`config.mk`:
```
export PLATFORM = sky130hd
export DESIGN_NAME = param_calculator
export DESIGN_NICKNAME = d
export VERILOG_FILES = /design/src/rtl/calc_pkg.sv /design/src/rtl/calc_iter_unit.sv /design/src/rtl/param_calculator.sv
export SDC_FILE = /design/constraint.sdc
export NUM_CORES = 1
export LEC_CHECK = 0
export CAP_MARGIN = 20
export CELL_PAD_IN_SITES_DETAIL_PLACEMENT = 0
export CELL_PAD_IN_SITES_GLOBAL_PLACEMENT = 2
export CORE_UTILIZATION = 38
export CTS_BUF_LIST = sky130_fd_sc_hd__clkbuf_4
export DETAILED_ROUTE_END_ITERATION = 10
export PLACE_DENSITY = 0.8
export SKIP_CTS_REPAIR_TIMING = 1
export SLEW_MARGIN = 20
export SYNTH_ARGS = -nofsm -noshare
export SYNTH_HDL_FRONTEND = slang
export SYNTH_SLANG_ARGS = --single-unit
```
`constraint.sdc`:
```
create_clock -name i_clk -period 5.9 [get_ports i_clk]
set_input_delay 0.59 -clock i_clk [delete_from_list [all_inputs] [get_ports i_clk]]
set_output_delay 0.59 -clock i_clk [all_outputs]
set_load 0.01 [all_outputs]
```
`src/rtl/calc_pkg.sv`:
```
// Shared definitions for the calculator: default width, opcodes and the
// one-hot state encoding that is also presented on the Q output.
package calc_pkg;

    localparam int DEFAULT_WIDTH = 16;

    localparam logic [1:0] OP_ADD = 2'b00;
    localparam logic [1:0] OP_SUB = 2'b01;
    localparam logic [1:0] OP_MUL = 2'b10;
    localparam logic [1:0] OP_DIV = 2'b11;

    // Bit positions inside the one-hot state vector (MSB is INITIAL)
    localparam int Q_INITIAL_BIT = 9;
    localparam int Q_GET_A_BIT   = 8;
    localparam int Q_GET_B_BIT   = 7;
    localparam int Q_GET_OP_BIT  = 6;
    localparam int Q_ADD_BIT     = 5;
    localparam int Q_SUB_BIT     = 4;
    localparam int Q_MUL_BIT     = 3;
    localparam int Q_DIV_BIT     = 2;
    localparam int Q_ERR_BIT     = 1;
    localparam int Q_DONE_BIT    = 0;

    typedef enum logic [9:0] {
        ST_INITIAL = 10'b10_0000_0000,
        ST_GET_A   = 10'b01_0000_0000,
        ST_GET_B   = 10'b00_1000_0000,
        ST_GET_OP  = 10'b00_0100_0000,
        ST_ADD     = 10'b00_0010_0000,
        ST_SUB     = 10'b00_0001_0000,
        ST_MUL     = 10'b00_0000_1000,
        ST_DIV     = 10'b00_0000_0100,
        ST_ERR     = 10'b00_0000_0010,
        ST_DONE    = 10'b00_0000_0001
    } state_t;

endpackage

```
`src/rtl/calc_iter_unit.sv`:
```
// Iterative WIDTH-step engine shared by multiply (right-shift shift-add)
// and divide (restoring). The first step is taken on the start edge using
// the incoming operands, so the result is ready WIDTH-1 edges later and
// o_done is high during the WIDTH-th cycle after start.
module calc_iter_unit
    import calc_pkg::*;
#(
    parameter int WIDTH = DEFAULT_WIDTH
) (
    input  logic             i_clk,
    input  logic             i_reset_n,
    input  logic             i_start,
    input  logic             i_div,
    input  logic [WIDTH-1:0] i_a,
    input  logic [WIDTH-1:0] i_b,
    output logic [WIDTH-1:0] o_hi,
    output logic [WIDTH-1:0] o_lo,
    output logic             o_done
);

    localparam int CW = $clog2(WIDTH + 1);

    // hi: product high half / partial remainder
    // lo: multiplier being shifted out / quotient being shifted in
    // opnd: multiplicand or divisor
    logic [WIDTH-1:0] r_hi;
    logic [WIDTH-1:0] r_lo;
    logic [WIDTH-1:0] r_opnd;
    logic             r_div;
    logic [CW-1:0]    r_cnt;

    logic [WIDTH-1:0] w_hi_src;
    logic [WIDTH-1:0] w_lo_src;
    logic [WIDTH-1:0] w_opnd_src;
    logic             w_div_src;
    logic [WIDTH:0]   w_mul_sum;
    logic [WIDTH:0]   w_shift;
    logic [WIDTH:0]   w_diff;
    logic [WIDTH-1:0] w_hi_next;
    logic [WIDTH-1:0] w_lo_next;
    logic             w_step;

    assign w_step = i_start || ((r_cnt != '0) && (r_cnt != CW'(WIDTH)));
    assign o_hi   = r_hi;
    assign o_lo   = r_lo;
    assign o_done = (r_cnt == CW'(WIDTH));

    // One multiply or divide step, fed either from fresh operands or from the running state
    always_comb begin
        w_hi_src   = r_hi;
        w_lo_src   = r_lo;
        w_opnd_src = r_opnd;
        w_div_src  = r_div;
        if (i_start) begin
            w_hi_src   = '0;
            w_lo_src   = i_div ? i_a : i_b;
            w_opnd_src = i_div ? i_b : i_a;
            w_div_src  = i_div;
        end

        w_mul_sum = {1'b0, w_hi_src} + {1'b0, (w_lo_src[0] ? w_opnd_src : WIDTH'(0))};

        // Partial remainder stays below the divisor, so WIDTH+1 bits hold the shifted value
        // and bit WIDTH of the difference is the borrow.
        w_shift = {w_hi_src, w_lo_src[WIDTH-1]};
        w_diff  = w_shift - {1'b0, w_opnd_src};

        if (w_div_src) begin
            if (!w_diff[WIDTH]) begin
                w_hi_next = w_diff[WIDTH-1:0];
                w_lo_next = {w_lo_src[WIDTH-2:0], 1'b1};
            end else begin
                w_hi_next = w_shift[WIDTH-1:0];
                w_lo_next = {w_lo_src[WIDTH-2:0], 1'b0};
            end
        end else begin
            w_hi_next = w_mul_sum[WIDTH:1];
            w_lo_next = {w_mul_sum[0], w_lo_src[WIDTH-1:1]};
        end
    end

    // Iteration state and step counter; counter parks at WIDTH once finished
    always_ff @(posedge i_clk or negedge i_reset_n) begin
        if (!i_reset_n) begin
            r_hi   <= '0;
            r_lo   <= '0;
            r_opnd <= '0;
            r_div  <= 1'b0;
            r_cnt  <= '0;
        end else if (w_step) begin
            r_hi   <= w_hi_next;
            r_lo   <= w_lo_next;
            r_opnd <= w_opnd_src;
            r_div  <= w_div_src;
            r_cnt  <= i_start ? CW'(1) : (r_cnt + CW'(1));
        end
    end

endmodule

```
`src/rtl/param_calculator.sv`:
```
// Four-function unsigned calculator: operands and opcode are entered by
// confirmed presses, ADD/SUB complete in one cycle, MUL/DIV run on the
// iterative unit for exactly WIDTH cycles before results are published.
module param_calculator
    import calc_pkg::*;
#(
    parameter int WIDTH = DEFAULT_WIDTH
) (
    input  logic             i_clk,
    input  logic             i_reset_n,
    input  logic [WIDTH-1:0] i_in,
    input  logic [1:0]       i_op,
    input  logic             i_confirm,
    input  logic             i_scen,
    output logic [WIDTH-1:0] o_c,
    output logic [WIDTH-1:0] o_r,
    output logic             o_flag,
    output logic             o_err,
    output logic             o_done,
    output logic             o_busy,
    output logic [9:0]       o_q
);

    state_t           r_state;
    logic [WIDTH-1:0] r_a;
    logic [WIDTH-1:0] r_b;
    logic [WIDTH-1:0] r_c;
    logic [WIDTH-1:0] r_r;
    logic             r_flag;

    logic             w_press;
    logic             w_start;
    logic             w_div;
    logic [WIDTH:0]   w_sum;
    logic [WIDTH-1:0] w_diff;
    logic [WIDTH-1:0] w_iter_hi;
    logic [WIDTH-1:0] w_iter_lo;
    logic             w_iter_done;

    assign w_press = i_confirm && i_scen;
    assign w_div   = (i_op == OP_DIV);
    // The unit is launched on the same edge the FSM enters MUL or DIV
    assign w_start = w_press && (r_state == ST_GET_OP) &&
                     ((i_op == OP_MUL) || (w_div && (r_b != '0)));
    assign w_sum   = {1'b0, r_a} + {1'b0, r_b};
    assign w_diff  = r_a - r_b;

    calc_iter_unit #(
        .WIDTH (WIDTH)
    ) u_iter (
        .i_clk     (i_clk),
        .i_reset_n (i_reset_n),
        .i_start   (w_start),
        .i_div     (w_div),
        .i_a       (r_a),
        .i_b       (r_b),
        .o_hi      (w_iter_hi),
        .o_lo      (w_iter_lo),
        .o_done    (w_iter_done)
    );

    // Control FSM with operand latches and registered result outputs.
    // The opcode is consumed directly by the GET_OP branch.
    always_ff @(posedge i_clk or negedge i_reset_n) begin
        if (!i_reset_n) begin
            r_state <= ST_INITIAL;
            r_a     <= '0;
            r_b     <= '0;
            r_c     <= '0;
            r_r     <= '0;
            r_flag  <= 1'b0;
        end else begin
            case (r_state)
                ST_INITIAL: begin
                    if (w_press) begin
                        r_c     <= '0;
                        r_r     <= '0;
                        r_flag  <= 1'b0;
                        r_state <= ST_GET_A;
                    end
                end
                ST_GET_A: begin
                    if (w_press) begin
                        r_a     <= i_in;
                        r_state <= ST_GET_B;
                    end
                end
                ST_GET_B: begin
                    if (w_press) begin
                        r_b     <= i_in;
                        r_state <= ST_GET_OP;
                    end
                end
                ST_GET_OP: begin
                    if (w_press) begin
                        case (i_op)
                            OP_ADD:  r_state <= ST_ADD;
                            OP_SUB:  r_state <= ST_SUB;
                            OP_MUL:  r_state <= ST_MUL;
                            default: r_state <= (r_b == '0) ? ST_ERR : ST_DIV;
                        endcase
                    end
                end
                ST_ADD: begin
                    r_c     <= w_sum[WIDTH-1:0];
                    r_flag  <= w_sum[WIDTH];
                    r_r     <= '0;
                    r_state <= ST_DONE;
                end
                ST_SUB: begin
                    r_c     <= w_diff;
                    r_flag  <= (r_a < r_b);
                    r_r     <= '0;
                    r_state <= ST_DONE;
                end
                ST_MUL: begin
                    if (w_iter_done) begin
                        r_c     <= w_iter_lo;
                        r_r     <= w_iter_hi;
                        r_flag  <= (w_iter_hi != '0);
                        r_state <= ST_DONE;
                    end
                end
                ST_DIV: begin
                    if (w_iter_done) begin
                        r_c     <= w_iter_lo;
                        r_r     <= w_iter_hi;
                        r_flag  <= 1'b0;
                        r_state <= ST_DONE;
                    end
                end
                ST_ERR, ST_DONE: begin
                    if (w_press) begin
                        r_state <= ST_INITIAL;
                    end
                end
                default: begin
                    r_state <= ST_INITIAL;
                end
            endcase
        end
    end

    assign o_c    = r_c;
    assign o_r    = r_r;
    assign o_flag = r_flag;
    assign o_q    = r_state;
    assign o_err  = r_state[Q_ERR_BIT];
    assign o_done = r_state[Q_DONE_BIT];
    assign o_busy = r_state[Q_MUL_BIT] | r_state[Q_DIV_BIT];

endmodule

```
# Word-level counts from Yosys, hierarchy flattened
# Index checks and enable logic that the tools add are counted.
# totals
register_bits,129
inputBits,22
out_inout_bits,46
word_cells,95
# classes
n_addsub,5
order_cmp,1
n_eq_ne,23
n_mux,30
bitwise_logic,1
reduce_logical,24
# op_table
op,n
2-to-1 mux 16 bit,12
case mux 10 bit (7 select lines),1
case mux 16 bit (4 select lines),1
2-to-1 mux 10 bit,6
case mux 16 bit (3 select lines),1
adder 16 x 16 -> 17 bit,2
nonzero test 16 bit,2
case mux 6 bit (3 select lines),1
subtractor 17 x 16 -> 17 bit,1
zero test 16 bit,1
< comparator 16 bit,1
subtractor 16 bit,1
"equality test 10 x 1 -> 1 bit, second input constant",1
"equality test 10 bit, second input constant",1
"equality test 10 x 2 -> 1 bit, second input constant",1
"equality test 10 x 3 -> 1 bit, second input constant",1
"equality test 10 x 4 -> 1 bit, second input constant",1
"equality test 10 x 5 -> 1 bit, second input constant",1
"equality test 10 x 6 -> 1 bit, second input constant",1
"equality test 10 x 7 -> 1 bit, second input constant",1
"equality test 10 x 8 -> 1 bit, second input constant",1
"equality test 10 x 9 -> 1 bit, second input constant",1
"!= test 2 bit, second input constant",5
nonzero test 5 bit,2
other kinds (21),37

# Longest topological paths before layout
# Gate-level depths: netlist of run 1.
# logic_depth
depth_word,8
depth_mapped,23

# Modules after synthesis
# From an unflattened synthesis of run 1, not the netlist that was laid out.
# hier_totals
hier_cells,1157
hier_area_um2,9723.1
# modules_own_cells
mod,n_inst,cells_per_inst,area_each_um2
param_calculator,1,568,5091.1
calc_iter_unit,1,589,4631.9

# Worst setup path before layout of run 1
# Ideal clock, no wire load.
# synth_timing
kind,register -> register
start,register r_b[0]
end,register u_iter.r_hi[0] (netlist: u_iter.o_hi[0])
setup_time_ns,0.104
arrival_ns,5.357
t_required_ns,5.796
setup_slack_ns,0.439
stages_incl_launch_ff,22
period_less_slack_ns,5.461
cell_sequence,dfrtp_1 or4_4 nor3_4 a21o_1 clkbuf_1 clkbuf_1 clkbuf_1 clkbuf_1 nand2_1 o21ai_0 ha_1 inv_1 ha_1 nor3b_1 a2bb2oi_1 mux2i_1 a311oi_2 o211ai_1 a211o_1 xnor2_4 mux2_2 a221oi_1
# synth_between
elab_chain_cells,8
word_cells_on_any_way,16
classes_between,2 x add/sub; 9 x mux; 5 x reduce/logical
# synth_lines
item,line,rtl
from (decl),param_calculator.sv:26,logic [WIDTH-1:0] r_b;
from (signal assigned),param_calculator.sv:90,r_b <= i_in;
nonzero test 16 bit,param_calculator.sv:44,((i_op == OP_MUL) || (w_div && (r_b != '0)));
logical AND 1 bit,param_calculator.sv:44,
logical OR 1 bit,param_calculator.sv:44,
logical AND 1 bit,param_calculator.sv:43,assign w_start = w_press && (r_state == ST_GET_OP) &&
2-to-1 mux 16 bit (*),calc_iter_unit.sv:54,if (i_start) begin
net u_iter.w_opnd_src[0],calc_iter_unit.sv:34,logic [WIDTH-1:0] w_opnd_src;
subtractor 17 x 16 -> 17 bit or 2-to-1 mux 16 bit (tied branches),"calc_iter_unit.sv:66, calc_iter_unit.sv:61",
2-to-1 mux 16 bit or adder 16 x 16 -> 17 bit (tied branches),"calc_iter_unit.sv:69, calc_iter_unit.sv:61",
2-to-1 mux 16 bit (*),calc_iter_unit.sv:68,if (w_div_src) begin
to (signal assigned),calc_iter_unit.sv:91,r_hi <= w_hi_next;
to (decl),calc_iter_unit.sv:26,logic [WIDTH-1:0] r_hi;
# Mark *: on every way through the listed nets, which the timed path passes. The rest lies on a longest branch.
# A chain may end at the register's enable or synchronous reset.

# Worst setup path after layout of run 1
# layout_timing
start,register r_b[5]
end,register u_iter.r_hi[0] (netlist: u_iter.o_hi[0])
# layout_between
elab_chain_cells,8
word_cells_on_any_way,15
classes_between,2 x add/sub; 8 x mux; 5 x reduce/logical
# layout_lines
item,line
nonzero test 16 bit,param_calculator.sv:44
logical AND 1 bit,param_calculator.sv:44
logical OR 1 bit,param_calculator.sv:44
logical AND 1 bit,param_calculator.sv:43
2-to-1 mux 16 bit,calc_iter_unit.sv:54
subtractor 17 x 16 -> 17 bit or 2-to-1 mux 16 bit (tied branches),"calc_iter_unit.sv:66, calc_iter_unit.sv:61"
2-to-1 mux 16 bit or adder 16 x 16 -> 17 bit (tied branches),"calc_iter_unit.sv:69, calc_iter_unit.sv:61"
2-to-1 mux 16 bit,calc_iter_unit.sv:68
# Several ways; a longest one is shown, not always the timed one.

==> results of run 1 <==
==> worst max-delay path, cell delays in order, from the launching register on <==
cell and delay, ns:
dfrtp_1 0.46, or4_1 0.66, nor3_1 0.31, a21o_2 0.37
a21oi_1 0.07, a21oi_1 0.19, ha_1 0.25, inv_1 0.08
ha_1 0.25, nor3b_1 0.28, a2bb2oi_1 0.20, mux2i_1 0.14
a311oi_2 0.37, o211ai_1 0.20, a211o_1 0.42, xnor2_4 0.28
mux2_2 0.37, a221oi_1 0.28
==> power by group through the flow <==
stage | Clock, mW | Sequential, mW | Combinational, mW
6_report | 0.643 | 1.49 | 3.11
3_3_place_gp | 0 | 1.51 | 3.05
4_1_cts | 0.659 | 1.49 | 3.06
3_5_place_dp | 0 | 1.51 | 3.05
2_1_floorplan | 0 | 1.32 | 2.29
5_1_grt | 0.691 | 1.53 | 3.44
==> synth_stat cells, types with 23 or more instances <==
cell type / number
mux2_2: 40
a21oi_1: 109
nor2_1: 82
xnor2_1: 27
dfrtp_1: 128
o21ai_0: 55
ha_1: 61
inv_1: 58
nand3_1: 66
clkbuf_1: 57
nand2_1: 160
mux2i_1: 23
==> stage by stage <==
| step | instances | setup WS (ns) |
|---|---|---|
| 5_1_grt | 1577 | 0.175 |
| 2_1_floorplan | 1185 | 0.439 |
| 4_1_cts | 1573 | 0.427 |
| 6_report | 1577 | 0.585 |
| 3_5_place_dp | 1541 | 0.366 |
| 3_3_place_gp | 1540 | 0.499 |
==> flip-flops by register name (all words and copies together), names as in the netlist <==
signal and cells:
o_c 16, o_r 16, r_a 16, r_b 16, u_iter.o_hi 16, u_iter.o_lo 16, u_iter.r_opnd 16, o_q 10
u_iter.r_cnt 5, o_flag 1, u_iter.r_div 1
==> worst min path at each step <==
stage | from | end | slack (ns) | cells after the start
3_3_place_gp | o_r[6] | o_r[6] | 0.45 | 2
4_1_cts | i_reset_n | o_q[8] | 0.03 | 1
6_report | i_reset_n | o_q[8] | 0.03 | 1
5_1_grt | i_reset_n | o_q[8] | 0.05 | 1
3_5_place_dp | o_r[13] | o_r[13] | 0.46 | 2
2_1_floorplan | i_reset_n | o_c[0] | 0.29 | 0
==> cells by family after synthesis <==
logic type      after synthesis  share of synthesized area, %
simple gates                431                          20.9
compound gates              324                          21.6
flops                       129                          32.9
buf+inv                     128                          5.04
fa+ha+maj                    66                          8.49
mux                          63                          6.94
xor+xnor                     44                          4.12
==> final cells by class <==
| cell class | count | area share [%] |
|---|---|---|
| diodes | 2 | 0.0449 |
| clock buffers | 18 | 1.21 |
| clock inverters | 14 | 1.26 |
| inverters | 59 | 1.99 |
| multi-input cells | 928 | 54.7 |
| flip-flops and latches | 129 | 29.0 |
| well taps | 330 | 3.70 |
| repair buffers | 97 | 8.08 |
==> per-layer routing <==
metal / track usage, % / wire, µm / up-vias
li1: - / - / 4378
met3: 3.46 / 1480 / 35
met4: 6.84 / 529 / 0
met1: 36.6 / 15700 / 4472
met2: 39.4 / 14900 / 260
met5: 0 / 0 / -
==> impl_metrics.yaml, run 1 <==
setup_path:
  cp.arrival_ns: 5.76
  critical_path.reg2reg.startpoint: "r_b[5]"
  cp-start-kind: "flip-flop"
  rrSetupSlack_ns: 0.58
  timing.critical_path.fanout_max: 15
  critPathKind: "reg2reg"
  worstSetupEndpoint: "u_iter.o_hi[0]"
  worst_setup_path_startpoint: "r_b[5]"
  worst_setup_end_kind: "flip-flop"
  required_ns: 6.35
  r2r-end: "u_iter.o_hi[0]"
  r2r_cells: 17
cells_and_area:
  multi_input_comb_area_mm2: 0.00610
  total_number_of_nets_in_the_final_design: 1317
  final_standard_cell_utilization_of_the_core_pct: 44.1
  final_instance_area_mm2: 0.0111
  layout.filler_cells: 2623
  syn_to_final_growth_pct: 13.6
  mostFrequentLayoutCell: "nand2_1"
  area.sequential_mm2: 0.00323
  layout_common_cells: "nand2_1, dfrtp_1, a21oi_1, nor2_1"
  final_layout_size_suffix_gt1_share_pct: 9.80
clock_tree:
  cts_buffer_depth: 2
  clock_sink_count: 129
  clkLatencyLatePin_ns: 0.57
  clock-root-buffer: "clkbuf_4"
  cts_tree: "yes"
  htreeDepth: 4
  cts_made_buffers: 17
  cts.clk_slew.worst_paths_ns: 0.14
placement:
  gp_congestion: 0.907
  detailed_place_hpwl_um: 24100
  instance_area_at_placement_mm2: 0.0108
  placement.io_buffers: 67
power_and_ir_drop:
  power.combinational.fraction_pct: 59.3
  internal_power_mw: 2.66
  ir_drop_mv: 0.186
  power_frac_clock_pct: 12.3
  p_sw_share_pct: 49.4
  power_leakage_nw: 5.00
  total_power_mw: 5.25
  share_of_total_power_in_sequential_cells_pct: 28.4
  total_switching_power_mw: 2.59
  power.density_mw_per_mm2: 471
synthesis:
  synth.yosys.warnings: 0
  seq_area_frac_synth_pct: 32.9
  synthFlopType: "dfrtp_1"
  area_of_the_mapped_netlist_mm2: 0.00981
  yosysUniqueCellTypes: 78
  asyncSetResetFlopFracSynth_pct: 100
  syn-instance-count: 1185
  synth_fp_nets: 1270
  synth_top_cells_by_area: "dfrtp_1, ha_1, nand2_1"
  synth_top_area_cell: "dfrtp_1"
  yosys.area.top_type_share_pct: 32.6
  mean_syn_cell_area_um2: 8.28
  post_synth_edffs: 0
  ys_seq_elements: 129
global_routing:
  grt_overflow: 0
  largest_net_degree_at_the_start_of_global_routing: 69
  grtUsageTotal_pct: 25.4
  global_route_wire_length_before_repair_um: 51400
  grt_antenna_before_repair: 1
  grt_pass1_vias: 8743
sta:
  worst_pin_slew_ns: 1.10
  achievable-frequency_mhz: 188
  layout_min_cycle_time_ns: 5.32
  timing.final.crit_share_pct: 90.1
  final-max-slew-violation-count: 0
  finClkSkew_ns: 0.0285
  setup_viol_count_final: 0
  rsz_0062_raised_after_global_routing: "no"
  timing.slew.headroom_pct: 26.3
  setup_tns_ns: 0
  timing_hold_violations_final: 0
  timing.hold.ws_ns: 0.0285
run_status:
  run_status: "finished clean"
detailed_routing:
  totalWireLength_um: 32600
  via_per_inst: 5.80
  number_of_design_rule_violations_left_by_the_first_detailed_router_iteration: 744
  vias: 9145
  detail-route-antenna-nets: 0
  detail_route.wl_per_cell_um: 20.7
  dr.pass1.iters: 5
  route.detailed.drc: 0
floorplanning:
  floorplan.io_pins: 68
  row_count: 58
  coreArea_mm2: 0.0253
  design.die.area_mm2: 0.0265
  effective_utilization_at_floorplan_pct: 38.9
  fp.dieH_um: 163
  die_w_um: 163
min_path:
  hold_path.class: "in2async"
run:
  drv.max_cap_violation_count: 0
(Power assumes the default switching activity.)
==> run 2, diff against run 1 <==
--- a/config.mk
+++ b/config.mk
@@ -10,6 +10,7 @@
 export CELL_PAD_IN_SITES_GLOBAL_PLACEMENT = 2
 export CORE_UTILIZATION = 38
 export CTS_BUF_LIST = sky130_fd_sc_hd__clkbuf_4
+export CTS_CLUSTER_SIZE = 40
 export DETAILED_ROUTE_END_ITERATION = 10
 export PLACE_DENSITY = 0.8
 export SKIP_CTS_REPAIR_TIMING = 1
==> results of run 2 <==
No change in the layout: final DEF, timing and power equal those of run 1.
==> run 3, diff against run 2 <==
--- a/config.mk
+++ b/config.mk
@@ -13,6 +13,7 @@
 export CTS_CLUSTER_SIZE = 40
 export DETAILED_ROUTE_END_ITERATION = 10
 export PLACE_DENSITY = 0.8
+export SETUP_SLACK_MARGIN = 0.3
 export SKIP_CTS_REPAIR_TIMING = 1
 export SLEW_MARGIN = 20
 export SYNTH_ARGS = -nofsm -noshare
==> constraint.sdc (replaced) <==
create_clock -name i_clk -period 4.9 [get_ports i_clk]
set_input_delay 0.49 -clock i_clk [delete_from_list [all_inputs] [get_ports i_clk]]
set_output_delay 0.49 -clock i_clk [all_outputs]
set_load 0.01 [all_outputs]
==> run 3 against run 2 <==
Compared with the run above: largest cell class unchanged; largest power group unchanged; setup slack lost 0.16 ns; die area stayed put; hold slack got worse by 0.028 ns.
==> impl_metrics.yaml, run 3 (same netlist as run 1, synthesis figures left out) <==
floorplanning:
  die_w_um: 163
  effective_utilization_at_floorplan_pct: 38.9
  design.die.area_mm2: 0.0265
  floorplan.io_pins: 68
  coreArea_mm2: 0.0253
  fp.dieH_um: 163
  row_count: 58
global_routing:
  grt_antenna_before_repair: 1
  global_route_wire_length_before_repair_um: 51600
  grt_overflow: 0
  grt_pass1_vias: 8777
  largest_net_degree_at_the_start_of_global_routing: 90
  grtUsageTotal_pct: 25.5
cells_and_area:
  layout_common_cells: "nand2_1, dfrtp_1, a21oi_1, nor2_1, buf_4"
  final_layout_size_suffix_gt1_share_pct: 16.2
  total_number_of_nets_in_the_final_design: 1375
  layoutNonFillerInstCount: 1634
  layout.filler_cells: 2574
  final_instance_area_mm2: 0.0118
  mostFrequentLayoutCell: "nand2_1"
  syn_to_final_growth_pct: 20.4
setup_path:
  cp.arrival_ns: 4.90
  path_buf_inv: 4
  r2r_cells: 21
  required_ns: 5.32
  r2r-end: "u_iter.o_hi[8]"
  rrSetupSlack_ns: 0.42
  critical_path.reg2reg.startpoint: "r_b[5]"
  crit_slowest_cell: "or4_4"
  worst_setup_path_startpoint: "r_b[5]"
  worst_setup_end_kind: "flip-flop"
  cp-start-kind: "flip-flop"
  timing.critical_path.max_delay_family: "compound AO/OA/AOI/OAI gates"
  critPathKind: "reg2reg"
  critical-path-max-stage-delay_ns: 0.57
  timing.critical_path.fanout_max: 7
  critical_path_cell_by_cell: "or4_4 > nor3_2 > a21o_4 > buf_12 > nand2_2 > o21ai_2 > ha_2 > inv_2 > ha_4 > nor3b_4 > a2bb2oi_2 > mux2i_4 > a311oi_2 > o211ai_1 > a211o_1 > xnor2_4 > buf_6 > clkbuf_16 > nand3_1 > o21ai_1 > a221o_1"
sta:
  setup_tns_ns: 0
  worst_pin_slew_ns: 0.970
  setup_viol_count_final: 0
  timing.final.crit_share_pct: 91.4
  timing.slew.headroom_pct: 35.1
  layout_min_cycle_time_ns: 4.48
  final-max-slew-violation-count: 0
  rsz_0062_raised_after_global_routing: "yes"
  timing_hold_violations_final: 0
  achievable-frequency_mhz: 223
  finClkSkew_ns: 0.0279
  timing.hold.ws_ns: 0.000582
min_path:
  hold_path.class: "in2async"
clock_tree:
  clkLatencyLatePin_ns: 0.55
  cts_tree: "yes"
  htreeDepth: 4
  cts_buffer_depth: 2
  cts.clk_slew.worst_paths_ns: 0.14
  clock-root-buffer: "clkbuf_4"
  clock_sink_count: 129
  cts_made_buffers: 17
detailed_routing:
  detail-route-antenna-nets: 0
  route.detailed.drc: 0
  dr_wl_met2_um: 15100
  number_of_design_rule_violations_left_by_the_first_detailed_router_iteration: 779
  met1_length_um: 16300
  detail_route.wl_per_cell_um: 20.5
  route.top_layer_used: "met4"
  dr.pass1.iters: 5
  via_per_inst: 5.74
  vias: 9377
  totalWireLength_um: 33500
  detailroute.wirelength.met3_um: 1690
placement:
  detailed_place_hpwl_um: 24700
  dp.cells: 1584
  placement.io_buffers: 67
  instance_area_at_placement_mm2: 0.0112
  gp_congestion: 0.848
power_and_ir_drop:
  power_leakage_nw: 5.34
  ir_drop_mv: 0.421
  power.density_mw_per_mm2: 571
run_status:
  run_status: "finished clean"
run:
  drv.max_cap_violation_count: 0
run 3: cell types whose count changed in the layout (fill, tap and decap cells not counted), moves of 3 or more:
| cell | before | now |
|---|---|---|
| a21oi_2 | 1 | 6 |
| buf_4 | 29 | 78 |
| clkbuf_16 | 0 | 3 |
| a21oi_1 | 109 | 104 |
| dfrtp_1 | 128 | 124 |
| o21ai_0 | 55 | 52 |
| dfrtp_2 | 0 | 4 |
| ha_1 | 61 | 58 |
| buf_12 | 0 | 3 |
run 3: per-stage QoR:
stage                     total power [mW]  setup slack (ns)  util (%)
final                                 6.75             0.423      46.8
after global routing                  7.26             0.178      46.8
after CTS                             6.41             0.208      45.5
after detailed placement              5.71            0.0500      44.5
after global placement                5.71             0.167      44.5
after floorplan                       4.39             0.111         -
run 3: layout make-up:
| cell class | instances | area [µm²] | area share, % |
|---|---|---|---|
| Multi-Input combinational cell | 928 | 6270 | 53.0 |
| Sequential cell | 129 | 3230 | 27.4 |
| Timing Repair Buffer | 155 | 1440 | 12.2 |
| Tap cell | 330 | 413 | 3.49 |
| Inverter | 59 | 221 | 1.87 |
| Clock buffer | 17 | 128 | 1.08 |
| Clock inverter | 15 | 111 | 0.942 |
| Antenna cell | 1 | 2.50 | 0.0212 |
run 3: worst max path at each step:
stage	to	slack, ns	cells after the start
6_report	u_iter.o_hi[8]	0.42	21
5_1_grt	u_iter.o_hi[0]	0.18	19
4_1_cts	u_iter.o_hi[0]	0.21	19
3_5_place_dp	u_iter.o_hi[14]	0.05	20
3_3_place_gp	u_iter.o_hi[14]	0.17	20
2_1_floorplan	u_iter.o_hi[14]	0.11	22
run 3: power breakdown:
part,internal (mW),switching [mW],leakage (nW)
sequential,1.33,0.431,1.70
clock,0.202,0.472,0.116
combinational,1.91,2.40,3.52
total,3.45,3.30,5.34
run 3: layer usage:
metal,GRT usage [%],up-vias
li1,-,4489
met1,37.7,4571
met2,39.6,293
met3,2.93,24
met4,5.90,0
met5,0,-
